<file path="config.mk">
export PLATFORM = sky130hd
export DESIGN_NAME = product_host_flat
export DESIGN_NICKNAME = d
export VERILOG_FILES = /design/src/rtl/product_host_pkg.sv /design/src/rtl/product_host_if.sv /design/src/rtl/product_host.sv /design/src/flat_wrapper.sv
export SDC_FILE = /design/constraint.sdc
export NUM_CORES = 1
export LEC_CHECK = 0
export ABC_AREA = 1
export ABC_CLOCK_PERIOD_IN_PS = 1950
export CAP_MARGIN = 40
export CORE_MARGIN = 10
export CORE_UTILIZATION = 53
export CTS_BUF_LIST = sky130_fd_sc_hd__clkbuf_4
export CTS_CLUSTER_SIZE = 10
export DETAILED_ROUTE_END_ITERATION = 6
export PLACE_DENSITY = 0.83
export SYNTH_ARGS = -nofsm -noshare
export SYNTH_HDL_FRONTEND = slang
export SYNTH_SLANG_ARGS = --single-unit
</file>
<file path="constraint.sdc">
create_clock -name clk -period 1.95 [get_ports clk]
set_clock_uncertainty 0.2 [all_clocks]
set_input_delay 0.585 -clock clk [delete_from_list [all_inputs] [get_ports clk]]
set_output_delay 0.585 -clock clk [all_outputs]
set_load 0.05 [all_outputs]
</file>
<file path="src/rtl/product_host_pkg.sv">
// Shared widths, FSM states and operand payload for the nibble-serial multiplier host.
package product_host_pkg;

  localparam int unsigned OP_NIBBLES  = 3;
  localparam int unsigned NIB_W       = 4;
  localparam int unsigned BYTE_W      = 8;
  localparam int unsigned OP_W        = NIB_W * OP_NIBBLES;
  localparam int unsigned PROD_W      = 2 * OP_W;
  localparam int unsigned CAP_W       = PROD_W - BYTE_W;
  localparam int unsigned SEND_PHASES = 2 * OP_NIBBLES;
  localparam int unsigned RECV_PHASES = OP_NIBBLES - 1;
  localparam int unsigned PHASE_W     = $clog2(SEND_PHASES);

  typedef enum logic [2:0] {
    IDLE = 3'd0,
    SEND = 3'd1,
    CALC = 3'd2,
    RECV = 3'd3,
    LAST = 3'd4
  } state_t;

  // Latched operand pair; A occupies the upper half so it is streamed first.
  typedef struct packed {
    logic [OP_W-1:0] a;
    logic [OP_W-1:0] b;
  } operands_t;

endpackage

</file>
<file path="src/rtl/product_host_if.sv">
// Operand/product handshakes plus the multiplier tile pins.
interface product_host_if;
  import product_host_pkg::*;

  logic              in_valid;
  logic              in_ready;
  logic [OP_W-1:0]   in_a;
  logic [OP_W-1:0]   in_b;
  logic              out_valid;
  logic              out_ready;
  logic [PROD_W-1:0] out_prod;
  logic              mul_reset;
  logic [NIB_W-1:0]  mul_nibble;
  logic [BYTE_W-1:0] mul_byte;

  // Fabric side (also models the tile pins in a test environment).
  modport master (
    output in_valid, in_a, in_b, out_ready, mul_byte,
    input  in_ready, out_valid, out_prod, mul_reset, mul_nibble
  );

  // Host block side.
  modport slave (
    input  in_valid, in_a, in_b, out_ready, mul_byte,
    output in_ready, out_valid, out_prod, mul_reset, mul_nibble
  );

endinterface

</file>
<file path="src/rtl/product_host.sv">
// Drives the nibble-serial multiplier tile: streams A then B as nibbles,
// collects the product bytes and presents the full product over valid/ready.
module product_host
  import product_host_pkg::*;
(
  input  logic          clk,
  input  logic          reset,
  product_host_if.slave bus
);

  state_t              state, state_n;
  logic [PHASE_W-1:0]  phase, phase_n;
  logic [PROD_W-1:0]   sreg, sreg_n;
  logic [CAP_W-1:0]    cap, cap_n;
  logic [PROD_W-1:0]   prod, prod_n;
  logic                out_valid, out_valid_n;
  logic                in_ready, in_ready_n;
  logic                mul_reset, mul_reset_n;
  operands_t           ops_c;

  assign ops_c = '{a: bus.in_a, b: bus.in_b};

  // Tile pins come straight from flops; the shift register drains to zero after SEND.
  assign bus.mul_nibble = sreg[PROD_W-1 -: NIB_W];
  assign bus.mul_reset  = mul_reset;
  assign bus.in_ready   = in_ready;
  assign bus.out_valid  = out_valid;
  assign bus.out_prod   = prod;

  always_ff @(posedge clk) begin
    if (!reset) begin
      state     <= IDLE;
      phase     <= '0;
      sreg      <= '0;
      cap       <= '0;
      prod      <= '0;
      out_valid <= 1'b0;
      in_ready  <= 1'b0;
      mul_reset <= 1'b1;
    end else begin
      state     <= state_n;
      phase     <= phase_n;
      sreg      <= sreg_n;
      cap       <= cap_n;
      prod      <= prod_n;
      out_valid <= out_valid_n;
      in_ready  <= in_ready_n;
      mul_reset <= mul_reset_n;
    end
  end

  always_comb begin
    state_n     = state;
    phase_n     = phase;
    sreg_n      = sreg;
    cap_n       = cap;
    prod_n      = prod;
    out_valid_n = out_valid;
    mul_reset_n = mul_reset;

    if (out_valid && bus.out_ready) begin
      out_valid_n = 1'b0;
    end

    case (state)
      IDLE: begin
        mul_reset_n = 1'b1;
        if (bus.in_valid && in_ready) begin
          sreg_n      = ops_c;
          phase_n     = '0;
          mul_reset_n = 1'b0;
          state_n     = SEND;
        end
      end
      SEND: begin
        sreg_n  = sreg << NIB_W;
        phase_n = PHASE_W'(phase + 1'b1);
        if (phase == PHASE_W'(SEND_PHASES - 1)) begin
          phase_n = '0;
          state_n = CALC;
        end
      end
      CALC: begin
        phase_n = '0;
        state_n = RECV;
      end
      RECV: begin
        cap_n   = CAP_W'({cap, bus.mul_byte});
        phase_n = PHASE_W'(phase + 1'b1);
        if (phase == PHASE_W'(RECV_PHASES - 1)) begin
          mul_reset_n = 1'b1;
          state_n     = LAST;
        end
      end
      LAST: begin
        // Tile still presents the LSB byte while its reset is asserted.
        prod_n      = {cap, bus.mul_byte};
        out_valid_n = 1'b1;
        mul_reset_n = 1'b1;
        state_n     = IDLE;
      end
      default: begin
        mul_reset_n = 1'b1;
        state_n     = IDLE;
      end
    endcase

    in_ready_n = (state_n == IDLE) && !out_valid_n;
  end

endmodule
</file>
<file path="src/flat_wrapper.sv">
// flat-port wrapper written by rule: the top's interface ports become plain ports
module product_host_flat import product_host_pkg::*;
  (clk, reset, bus_in_valid, bus_in_a, bus_in_b, bus_out_ready, bus_mul_byte, bus_in_ready, bus_out_valid, bus_out_prod, bus_mul_reset, bus_mul_nibble);
  product_host_if bus_i ();
  input  logic clk;
  input  logic reset;
  input wire logic [$bits(bus_i.in_valid)-1:0] bus_in_valid;
  input wire logic [$bits(bus_i.in_a)-1:0] bus_in_a;
  input wire logic [$bits(bus_i.in_b)-1:0] bus_in_b;
  input wire logic [$bits(bus_i.out_ready)-1:0] bus_out_ready;
  input wire logic [$bits(bus_i.mul_byte)-1:0] bus_mul_byte;
  output wire logic [$bits(bus_i.in_ready)-1:0] bus_in_ready;
  output wire logic [$bits(bus_i.out_valid)-1:0] bus_out_valid;
  output wire logic [$bits(bus_i.out_prod)-1:0] bus_out_prod;
  output wire logic [$bits(bus_i.mul_reset)-1:0] bus_mul_reset;
  output wire logic [$bits(bus_i.mul_nibble)-1:0] bus_mul_nibble;
  assign bus_i.in_valid = bus_in_valid;
  assign bus_i.in_a = bus_in_a;
  assign bus_i.in_b = bus_in_b;
  assign bus_i.out_ready = bus_out_ready;
  assign bus_i.mul_byte = bus_mul_byte;
  assign bus_in_ready = bus_i.in_ready;
  assign bus_out_valid = bus_i.out_valid;
  assign bus_out_prod = bus_i.out_prod;
  assign bus_mul_reset = bus_i.mul_reset;
  assign bus_mul_nibble = bus_i.mul_nibble;
  product_host u_core (.clk(clk), .reset(reset), .bus(bus_i));
endmodule
</file>
==> reports/results.tsv <==
stage	metric	value	unit
finish	seq_area	0.00146	mm^2
flow_run	cap_violations	0	
sta	finalWorstSetupSlack	103	ps
sta	fmax	541	MHz
detailed_routing	vias	3108	
yosys	yosysUniqueCellTypes	23	
yosys	syn_area	0.00317	mm^2
global_routing	gr-total-overflow	0	
yosys	synth_nets	501	
yosys	ys_ff_latch	73	
yosys	seq_area_frac_synth	0.461	
power_and_ir_drop	p_leak	0.00208	uW
worst_setup_path	end_kind	output port	
yosys	yosysWarnings	0	
global_routing	grtUsageTotal	0.183	
yosys	synth.most_common_cell	nor2_1	
sta	rsz0062_at_grt	false	
sta	period_share	0.947	
sta	hold_violations	0	
finish	multiInputGateArea	0.00141	mm^2
worst_setup_path	cp_cell_sequence	buf_12	
power_and_ir_drop	ir_worst_vdd	0.602	mV
finish	antenna_cells	0	
floorplan	die_area	0.00948	mm^2
floorplan	start_util	0.542	
sta	min_period	1850	ps
clocking	clkLatencyLatePin	420	ps
sta	relSlewSlack	0.704	
yosys	synthArstFlopShare	0	
worst_setup_path	cp-start-kind	flip-flop	
floorplan	core	0.00585	mm^2
worst_setup_path	path_max_fanout	2	
detailed_routing	drc_errors	0	
floorplan	die_x	97.4	um
detailed_routing	ant_nets	0	
placement	port_buffers	66	
sta	worstMarginPinSlew	444	ps
detailed_routing	dr.pass1.iters	4	
clocking	root_buffer	clkbuf_4	
clocking	cts.path.max_buffers	2	
yosys	syn_avg_cell_area	6.85	um^2
worst_setup_path	cp.arrival	1060	ps
placement	hpwl	6270	um
placement	gp_congestion	0.834	
sta	whs	279	ps
clocking	cts_setup_buffers	0	
global_routing	grt_pass1_wl	14500	um
finish	nFillCells	426	
finish	syn_to_final_growth	36.3	%
sta	finalSetupViolCount	0	
power_and_ir_drop	power.density	737	mW/mm^2
detailed_routing	wirelength	8780	um
yosys	netlist_top_cells_count	nor2_1, nand2_1, dfxtp_1	
yosys	synth-edff-count	0	
worst_setup_path	cp_top_family	flip-flops	
yosys	synthCells	463	
finish	fin_nets	561	
finish	drive_above_1_share	0.131	
clocking	path_clk_slew	120	ps
floorplan	ios	67	
detailed_routing	drtIter0Drc	223	
yosys	synthFlopType	dfxtp_1	
yosys	synth_top_cell_area_share	0.461	
sta	slew_violations	0	
global_routing	grt_start_max_net_pins	27	
worst_setup_path	critPathRequiredTime	1160	ps
run_status	status	complete, no violations	
detailed_routing	wire_per_inst	14.6	um
global_routing	grt_pass1_vias	3079	
worst_setup_path	cp_slowest_cell	dfxtp_1	
worst_setup_path	cpPeakStageDelay	460	ps
clocking	cts_tree	yes	
worst_setup_path	path_class	flip-flop to output port	
global_routing	antenna_found_initial	0	
yosys	synth_area_leaders	dfxtp_1, nor2_1, nand2_1	
floorplan	rows	28	
worst_setup_path	cp_num_buf_inv	1	
placement	dp_slack	-98.2	ps
min_path	hold_path_class	flip-flop to flip-flop	
sta	tns	0	ps
detailed_routing	routed_via_density	5.15	
clocking	cts.sinks	73	
floorplan	die_y	97.4	um
clocking	cts_max_level	3	
yosys	synth_largest_area_cell	dfxtp_1	
clocking	numCtsBuffers	9	
report_power, final:
group          switching (uW)  total (uW)  internal, uW
clock network             523        1050           528
logic                     288         528           240
registers                51.7        1610          1560
total                     863        3190          2330
flip-flops by register name (all words and copies together) (netlist names):
name,cells
u_core.bus.in_ready,1
u_core.bus.mul_reset,1
u_core.bus.out_prod,24
u_core.bus.out_valid,1
u_core.cap,16
u_core.phase,3
u_core.sreg,24
u_core.state,3
metal layers:
metal	wire [um]	vias to the layer above	GRT usage
met5	0	-	0
met4	206	0	0.0839
met3	697	16	0.0704
met2	4310	107	0.300
met1	3570	1415	0.203
li1	-	1570	-
metrics by stage:
| step | cell area [um^2] | utilization | std cells | total power [uW] |
|---|---|---|---|---|
| floorplan | 3170 | - | 463 | 1970 |
| global placement | 4160 | 0.711 | 587 | 2150 |
| detailed placement | 4160 | 0.711 | 587 | 2170 |
| CTS | 4320 | 0.738 | 603 | 3200 |
| global route | 4320 | 0.739 | 603 | 3330 |
| finish | 4320 | 0.739 | 603 | 3190 |
final timing paths:
| path | depth (start not counted) | slack, ps | startpoint | endpoint |
|---|---|---|---|---|
| max | 1 | 100 | u_core.sreg[20] | bus_mul_nibble[0] |
| min | 2 | 280 | u_core.sreg[0] | u_core.sreg[0] |
| max reg2reg | 7 | 200 | u_core.state[2] | u_core.sreg[18] |
| min reg2reg | 2 | 280 | u_core.sreg[0] | u_core.sreg[0] |
kinds of logic after synthesis:
| logic type | count (synthesis) | share of synthesized area |
|---|---|---|
| and+or+nand+nor | 274 | 0.360 |
| DFF | 73 | 0.461 |
| buffers and inverters | 65 | 0.0943 |
| AOI/OAI and AO/OA | 49 | 0.0773 |
| adders and majority gates | 2 | 0.00789 |
cell type report:
type                       count  area share
sequential                    73       0.338
multi-input combinational    325       0.326
timing repair buffer          79       0.246
inverter                      35      0.0313
tap                           75      0.0217
clock inverter                 6      0.0191
clock buffer                  10      0.0174
placed cells by master, fill, tap and decap left out:
master,count
nor2_1,127
nand2_1,87
dfxtp_1,73
nand3_1,49
o21ai_0,38
clkdlybuf4s50_1,34
inv_1,32
buf_12,31
buf_4,13
clkbuf_4,10
a21oi_1,8
nor3_1,3
o21ai_1,3
clkinv_2,3
inv_2,2
nand4_1,2
nor2_4,2
clkinvlp_4,2
ha_1,2
bufinv_16,2
nand3_4,1
nand3_2,1
and2_4,1
nor4_1,1
buf_2,1
timing repair:
item / 4_1_cts / 5_1_grt
resized for setup: 0 / 1
hold buffers: 0 / 0
setup endpoints to repair: 0 / 1
(Power assumes the default switching activity.)
